==> src/rtl/bw_seq_mult.sv <==
// Sequential signed Baugh-Wooley multiplier: one partial-product row per cycle into a carry-save pair.
// Optional saturated output enabled by defining BW_SEQ_MULT_SAT_EN.
module bw_seq_mult #(
  parameter int WIDTH = 8
) (
  input  logic               clk,
  input  logic               rst_n,
  input  logic               in_valid,
  output logic               in_ready,
  input  logic [WIDTH-1:0]   a,
  input  logic [WIDTH-1:0]   b,
  output logic               out_valid,
  input  logic               out_ready,
  output logic [2*WIDTH-1:0] product
`ifdef BW_SEQ_MULT_SAT_EN
  ,
  output logic [WIDTH-1:0]   sat_product,
  output logic               sat_flag
`endif
);

  localparam int PW = 2 * WIDTH;
  localparam int CW = $clog2(WIDTH);
  localparam logic [CW-1:0] LAST_ROW = CW'(WIDTH - 1);
  // Baugh-Wooley correction constant, folded into the sum register at accept time
  localparam logic [PW-1:0] BW_CORR = (PW'(1) << WIDTH) | (PW'(1) << (PW - 1));

  typedef enum logic [1:0] {IDLE, ACC, RESOLVE, DONE} state_t;

  state_t          state;
  state_t          state_next;
  logic [WIDTH-1:0] a_q;
  logic [WIDTH-1:0] b_q;
  logic [CW-1:0]    row_idx;
  logic [PW-1:0]    s_q;
  logic [PW-1:0]    c_q;
  logic [WIDTH-1:0] row_bits;
  logic [PW-1:0]    row_vec;
  logic [PW-1:0]    s_next;
  logic [PW-1:0]    c_next;
  logic [PW-1:0]    sum;

  always_ff @(posedge clk or negedge rst_n) begin
    if (!rst_n) state <= IDLE;
    else        state <= state_next;
  end

  always_comb begin
    state_next = state;
    case (state)
      IDLE:    if (in_valid) state_next = ACC;
      ACC:     if (row_idx == LAST_ROW) state_next = RESOLVE;
      RESOLVE: state_next = DONE;
      DONE:    if (out_ready) state_next = IDLE;
      default: state_next = IDLE;
    endcase
  end

  assign in_ready  = (state == IDLE);
  assign out_valid = (state == DONE);

  // Row terms that mix exactly one sign bit are inverted; the constant preload absorbs the correction
  always_comb begin
    row_bits = '0;
    for (int j = 0; j < WIDTH; j++) begin
      row_bits[j] = a_q[j] & b_q[row_idx];
      if ((row_idx == LAST_ROW) != (j == WIDTH - 1))
        row_bits[j] = ~row_bits[j];
    end
    row_vec = {{WIDTH{1'b0}}, row_bits} << row_idx;
    s_next  = s_q ^ c_q ^ row_vec;
    c_next  = ((s_q & c_q) | (s_q & row_vec) | (c_q & row_vec)) << 1;
  end

  assign sum = s_q + c_q;

`ifdef BW_SEQ_MULT_SAT_EN
  logic             sum_fits;
  logic [WIDTH-1:0] sat_value;

  // The product fits in WIDTH bits when its top WIDTH+1 bits are all copies of the sign
  always_comb begin
    sum_fits  = (&sum[PW-1:WIDTH-1]) | ~(|sum[PW-1:WIDTH-1]);
    sat_value = sum[WIDTH-1:0];
    if (!sum_fits)
      sat_value = sum[PW-1] ? {1'b1, {(WIDTH-1){1'b0}}} : {1'b0, {(WIDTH-1){1'b1}}};
  end
`endif

  always_ff @(posedge clk or negedge rst_n) begin
    if (!rst_n) begin
      a_q         <= '0;
      b_q         <= '0;
      row_idx     <= '0;
      s_q         <= '0;
      c_q         <= '0;
      product     <= '0;
`ifdef BW_SEQ_MULT_SAT_EN
      sat_product <= '0;
      sat_flag    <= 1'b0;
`endif
    end else begin
      case (state)
        IDLE: begin
          if (in_valid && in_ready) begin
            a_q     <= a;
            b_q     <= b;
            row_idx <= '0;
            s_q     <= BW_CORR;
            c_q     <= '0;
          end
        end
        ACC: begin
          s_q     <= s_next;
          c_q     <= c_next;
          row_idx <= row_idx + CW'(1);
        end
        RESOLVE: begin
          product     <= sum;
`ifdef BW_SEQ_MULT_SAT_EN
          sat_product <= sat_value;
          sat_flag    <= ~sum_fits;
`endif
        end
        default: ;
      endcase
    end
  end

endmodule
==> config.mk <==
export PLATFORM = sky130hd
export DESIGN_NAME = bw_seq_mult
export DESIGN_NICKNAME = d
export VERILOG_FILES = /design/src/rtl/bw_seq_mult.sv
export SDC_FILE = /design/constraint.sdc
export NUM_CORES = 1
export LEC_CHECK = 0
export CAP_MARGIN = 10
export CORE_MARGIN = 2
export CORE_UTILIZATION = 30
export CTS_CLUSTER_DIAMETER = 30
export DETAILED_ROUTE_END_ITERATION = 8
export HOLD_SLACK_MARGIN = 0.12
export SLEW_MARGIN = 25
export SYNTH_ARGS = -nofsm -noshare
export SYNTH_HDL_FRONTEND = slang
export SYNTH_SLANG_ARGS = --single-unit
==> constraint.sdc <==
create_clock -name clk -period 4.5 [get_ports clk]
set_input_delay 1.125 -clock clk [delete_from_list [all_inputs] [get_ports clk]]
set_output_delay 1.125 -clock clk [all_outputs]
set_load 0.05 [all_outputs]
==> results of run 1 <==
==> how the worst max path moves through the flow <==
stage	to	slack, ns	cells past startpoint
2_1_floorplan	s_q[6]	1.86	8
3_3_place_gp	s_q[4]	0.96	7
3_5_place_dp	s_q[4]	0.85	7
4_1_cts	s_q[4]	0.85	7
5_1_grt	s_q[4]	0.89	7
6_report	s_q[4]	1.12	7
==> logic make-up after synthesis <==
family / count (synthesis) / share of synthesized area, %
flops: 68 / 40.1
mux: 37 / 10.2
buf+inv: 65 / 6.01
simple gates: 78 / 9.61
xor+xnor: 11 / 2.27
compound gates: 120 / 18.6
fa+ha+maj: 36 / 13.3
==> state kept, by name (all words and copies together), names as in the netlist <==
register,cells
c_q,15
product,16
state,2
s_q,16
a_q,8
b_q,8
row_idx,3
==> per-layer routing <==
layer  share of wire, %  global-route usage (%)  up-vias
li1                   -                       -     1565
met1                 50                    18.9     1536
met3                4.3                    3.18       14
met4                1.7                    4.97        0
met2                 44                    19.5       63
met5                  0                       0        -
==> through the flow <==
stage	setup WS, ns	hold slack [ns]	power, W	util, %
floorplan	1.86	0.474	0.00257	-
global placement	0.956	0.487	0.00301	34.6
detailed placement	0.847	0.497	0.00307	34.6
CTS	0.851	0.506	0.00394	37.2
global route	0.894	0.522	0.00424	37.3
finish	1.12	0.505	0.00392	37.3
==> cells in the final DEF (no fill, tap or decap), types with 2 or more instances in the layout <==
cell type / n
dfrtp_1: 68
a211oi_1: 8
nand3_1: 10
fa_1: 15
o21bai_1: 3
and3_1: 7
xor2_1: 2
nand4_1: 2
and2_1: 3
a31oi_1: 4
clkdlybuf4s50_1: 36
mux2_2: 27
ha_1: 20
xnor2_1: 9
nor3_1: 5
clkbuf_8: 2
a21oi_1: 17
buf_4: 6
nor2b_1: 2
bufinv_16: 3
a41oi_1: 2
o2111ai_1: 2
clkbuf_16: 9
nand2b_1: 7
nor2_1: 9
nand2_1: 20
o22ai_1: 27
a21o_1: 4
mux4_2: 2
or3_1: 5
mux2i_1: 6
nor3b_1: 3
inv_1: 41
o21a_1: 6
o221ai_1: 4
o21ai_0: 27
==> power groups by stage <==
stage                     Clock [W]  Sequential, W  Combinational, W
after floorplan                   0        0.00113           0.00144
after global placement            0        0.00106           0.00195
after detailed placement          0        0.00107           0.00200
after CTS                  0.000864        0.00106           0.00202
after global routing       0.000897        0.00109           0.00225
final                      0.000845        0.00105           0.00202
==> layout make-up <==
class	count	area, sq um	share of cell area [%]
multi-input combinational	282	2300	44.6
sequential	68	1700	33.0
tap	180	225	4.37
inverter	42	158	3.06
clock buffer	11	253	4.90
timing repair buffer	43	410	7.96
clock inverter	5	106	2.06
==> synthesized netlist by cell type, drive strengths merged, types with 2 or more instances <==
library cell  instances  area, sq um
nand4                 2         12.5
mux2                 28          319
fa                   15          300
clkbuf               16         61.3
and3                  7         43.8
o21bai                3         22.5
inv                  41          154
dfrtp                68         1700
xnor2                 9         78.8
nand2                20         75.1
nand2b                7         43.8
nor2b                 2         12.5
buf                   7         36.3
o22ai                27          169
nor3                  5         25.0
o21a                  6         45.0
a31oi                 4         25.0
o21ai                28          140
a21o                  4         30.0
o2111ai               2         17.5
ha                   21          263
o221ai                4         35.0
or3                   5         31.3
nand3                10         50.1
nor3b                 3         22.5
nor2                  9         33.8
a211oi                8         60.1
mux4                  2         45.0
a21oi                17         85.1
a41oi                 2         17.5
and2                  3         18.8
xor2                  2         17.5
mux2i                 7         70.1
==> qor.yml, run 1 <==
clocking:
  cts.sinks: 68
  numCtsBuffers: 9
  hold_buffers: 0
  cts_tree: "done"
  cts_htree_levels: 3
  cts_resized: 0
  cts_buffer_depth: 2
  post_cts_buffers: 0
  cts.clk_slew.worst_paths_ns: 0.06
  root_buffer: "clkbuf_16"
  clock_latency_ns: 0.33
place:
  port_buffers: 37
  dp_cells: 615
  routabilityCongestion: 0.847
  placed_area_sq_mm: 0.00478
  dp.final_hpwl_um: 6660
sta:
  period_needed_ns: 3.38
  setup_viol: 0
  max_clock_freq_ghz: 0.296
  hold_violations: 0
  maxSlewViolCount: 0
  grt_setup_unrepaired: "false"
  max_slew.worst_pin.slew_ns: 0.797
  worst_clock_skew_ns: 0.00502
  slew_headroom_pct: 46.9
  fin_crit_sh_pct: 75.2
  finalSetupTns_ns: 0
floorplan:
  die_y_um: 123
  rows: 43
  coreArea_sq_mm: 0.0138
  initial_core_util_pct: 30.7
  die_w_um: 123
  die_area_sq_mm: 0.0151
  io_pins: 38
cells_and_area:
  finalNetCount: 502
  diodes: 0
  final_layout_size_suffix_gt1_share_pct: 12.9
  final_cells: 631
  final_area_sq_mm: 0.00515
  area_growth_pct: 21.4
  filler_cell_count: 1377
critical_path:
  setup.worst_path.start: "row_idx[0]"
  r2r_slack_ns: 1.12
  cp_max_fo: 22
  start_kind: "flip-flop"
  worst-path-buf-inv: 0
  crit_path_end_kind: "flip-flop"
  path_delay_family: "multiplexers"
  reg2reg_from: "row_idx[0]"
  rr_worst_depth: 7
  r2r_end: "s_q[4]"
  worst-setup-path-type: "flip-flop to flip-flop"
  cpPeakStageDelay_ns: 0.86
  required_ns: 4.70
  cp_data_arrival_time_ns: 3.58
  crit_chain: "mux4_2 -> mux2i_2 -> nor2_1 -> xnor2_1 -> o32a_1 -> fa_1 -> o22ai_1"
  cp_slowest_cell: "dfrtp_1"
synth:
  netlist-cell-type-count: 58
  synth_seq_cells: 68
  netlist_instances: 415
  synth_edf_count: 0
  synthFlopType: "dfrtp_1"
  synth_fp_nets: 471
  netlist_area_sq_mm: 0.00425
  async_reset_ff_share_pct: 100
  ys_seq_area_share_pct: 40.1
  avgSynthCellArea_sq_um: 10.2
  yosys_warnings: 0
flow_run:
  drv_cap: 0
detailed_routing:
  vias_per_cell: 5.04
  vias: 3178
  dr.pass1.iters: 4
  drt-initial-drc-count: 174
  ant_nets: 0
  routedWlPerCell_um: 14.2
  drc: 0
  wl_um: 8950
run_status:
  outcome: "finished, final reports clean"
grt:
  grt_max_degree: 33
  track_usage_pct: 13.3
  antenna_found_initial: 0
  grt_overflow_total: 0
  grt_pass1_wl_um: 15800
  grt_pass1_vias: 3153
power_and_ir_drop:
  ir_drop_mv: 0.301
  pwr-share-comb_pct: 51.5
  swShare_pct: 42.2
  clockPowerShare_pct: 21.6
  cellPowerDensity_mw_per_mm2: 760
  seqPwrFrac_pct: 26.9
  p_int_w: 0.00226
  power_leakage_nw: 2.10
  p_sw_w: 0.00165
hold_path:
  hp-class: "flip-flop to flip-flop"
  hold_start: "product[9]"
  min_to: "product[9]"
  holdPathStages: 1
(Power assumes the default switching activity.)
==> inputs of run 2 (changes only) <==
- clock period: 4.5 -> 2.87 ns (I/O delays scaled with it)
==> qor.yml, run 2 (synthesis results as in run 1) <==
cells_and_area:
  largestRegisters: "product x16, s_q x16, c_q x15"
  finalNetCount: 514  # +2.4%
  diodes: 0  # unchanged
  filler_cell_count: 1370  # -0.51%
  final_common_cell: "dfrtp_1"
  final_cell_mix: "dfrtp_1 (67), inv_1 (41), clkdlybuf4s50_1 (36)"
  area_growth_pct: 22.0
  final_layout_size_suffix_gt1_share_pct: 14.3  # +1.4 points
critical_path:
  worst-path-buf-inv: 0  # unchanged
  worst-setup-path-type: "flip-flop to flip-flop"
  reg2reg_from: "row_idx[0]"
  start_kind: "flip-flop"
  setup.worst_path.start: "row_idx[0]"
  cp_max_fo: 13  # -41%
  rr_worst_depth: 7  # unchanged
  cp_data_arrival_time_ns: 2.95  # -0.63 ns
  path_depth: 7  # unchanged
  cpPeakStageDelay_ns: 0.54  # -0.32 ns
  required_ns: 3.13  # -1.57 ns
  cp_slowest_cell: "mux4_2"
  crit_chain: "mux4_2 -> mux2_4 -> and3_1 -> or3_1 -> a41oi_1 -> fa_1 -> o22ai_1"
  path_delay_family: "multiplexers"
  crit_path_end_kind: "flip-flop"
sta:
  period_needed_ns: 2.69  # -0.691 ns
  worst_clock_skew_ns: 0.00803  # +0.00301 ns
  max_clock_freq_ghz: 0.372  # +26%
  finalSetupTns_ns: 0  # unchanged
  max_slew.worst_pin.slew_ns: 0.660  # -0.137 ns
  holdWs_ns: 0.409  # -0.0960 ns
  fin_crit_sh_pct: 93.8  # +19 points
  setup_viol: 0  # unchanged
  maxSlewViolCount: 0  # unchanged
  slew_headroom_pct: 56.0  # +9.1 points
  hold_violations: 0  # unchanged
  grt_setup_unrepaired: "false"
power_and_ir_drop:
  power_leakage_nw: 2.14  # +1.8%
  ir_drop_mv: 0.453  # +50%
  pwr-share-comb_pct: 54.8  # +3.3 points
  p_int_w: 0.00345  # +53%
  clockPowerShare_pct: 19.0  # -2.6 points
  swShare_pct: 42.6  # +0.37 points
  p_sw_w: 0.00256  # +55%
  cellPowerDensity_mw_per_mm2: 1160  # +53%
  seqPwrFrac_pct: 26.2  # -0.7 points
grt:
  grt_pass1_vias: 3188  # +1.1%
  track_usage_pct: 13.6  # +0.30 points
  grt_max_degree: 31  # -6.1%
  grt_overflow_total: 0  # unchanged
  antenna_found_initial: 0  # unchanged
  grt_pass1_wl_um: 15800  # +0.39%
clocking:
  root_buffer: "clkbuf_16"
  cts.sinks: 68  # unchanged
  cts_buffer_depth: 2  # unchanged
  cts_htree_levels: 3  # unchanged
  cts.clk_slew.worst_paths_ns: 0.05  # about the same
  hold_buffers: 0  # unchanged
  post_cts_buffers: 0  # unchanged
  clock_latency_ns: 0.34  # about the same
  numCtsBuffers: 9  # unchanged
  cts_tree: "done"
place:
  port_buffers: 37  # unchanged
  dp.final_hpwl_um: 6840  # +2.7%
  routabilityCongestion: 0.798  # -5.8%
detailed_routing:
  drt-initial-drc-count: 146  # -16%
  dr.pass1.iters: 6  # +2
  ant_nets: 0  # unchanged
  vias: 3135  # -1.4%
  wl_um: 9070  # +1.3%
  routedWlPerCell_um: 14.1  # -0.47%
  drc: 0  # unchanged
  vias_per_cell: 4.88  # -3.0%
floorplan:
  die_y_um: 123  # unchanged
  die_area_sq_mm: 0.0151  # unchanged
  die_w_um: 123  # unchanged
  rows: 43  # unchanged
  initial_core_util_pct: 30.7  # unchanged
  coreArea_sq_mm: 0.0138  # unchanged
  io_pins: 38  # unchanged
run_status:
  outcome: "finished, final reports clean"
flow_run:
  drv_cap: 0  # unchanged
hold_path:
  hp-class: "input pin to async pin"
[run 2: worst register-to-register path, delay by kind of cell (launching register included)]
kind / cells / cell delay, ns
adder cells (fa/ha/maj): 1 / 0.45
flip-flops: 1 / 0.40
AND/OR/NAND/NOR: 2 / 0.53
AO/OA/AOI/OAI: 2 / 0.37
multiplexers: 2 / 0.88
[run 2: path summary, 6_finish.rpt]
kind                                    to  slack [ns]
worst max register to register      s_q[9]        0.18
min in group clk                product[9]        0.50
worst max-delay path                s_q[9]        0.18
worst min register to register  product[9]        0.50
max in group asynchronous           c_q[5]        1.72
worst min-delay path            product[3]        0.41
[run 2: repair_timing]
item,4_1_cts,5_1_grt
endpoints found under the hold margin,0,0
gates resized for setup,0,2
setup endpoints to repair,0,2
[run 2: layout make-up]
type | instances | area (sq um) | area share, %
clock buffer | 14 | 274 | 5.29
tap | 180 | 225 | 4.35
multi-input combinational | 282 | 2290 | 44.2
clock inverter | 1 | 30.0 | 0.579
inverter | 42 | 158 | 3.04
timing repair buffer | 55 | 500 | 9.66
sequential | 68 | 1700 | 32.9
[run 2: routing by layer]
metal / share of wire [%] / GRT usage (%) / wire length (um)
met1: 50 / 18.9 / 4500
met2: 45 / 20.4 / 4110
met3: 3.7 / 3.78 / 338
met4: 1.3 / 4.47 / 117
met5: 0 / 0 / 0
[run 2: power groups by stage]
| stage | logic (W) | clock network [W] | registers [W] |
|---|---|---|---|
| 2_1_floorplan | 0.00226 | 0 | 0.00178 |
| 3_3_place_gp | 0.00324 | 0 | 0.00158 |
| 3_5_place_dp | 0.00330 | 0 | 0.00159 |
| 4_1_cts | 0.00333 | 0.00117 | 0.00158 |
| 5_1_grt | 0.00369 | 0.00123 | 0.00163 |
| 6_report | 0.00330 | 0.00114 | 0.00158 |
[run 2: stage by stage]
step | total power [W] | setup slack, ns | instance area [sq um] | std cells | utilization (%)
2_1_floorplan | 0.00404 | 0.234 | 4250 | 415 | -
3_3_place_gp | 0.00482 | 0.150 | 4870 | 627 | 35.3
3_5_place_dp | 0.00490 | 0.125 | 4870 | 627 | 35.3
4_1_cts | 0.00608 | 0.126 | 5180 | 642 | 37.5
5_1_grt | 0.00654 | 0.0398 | 5180 | 642 | 37.5
6_report | 0.00601 | 0.179 | 5180 | 642 | 37.5
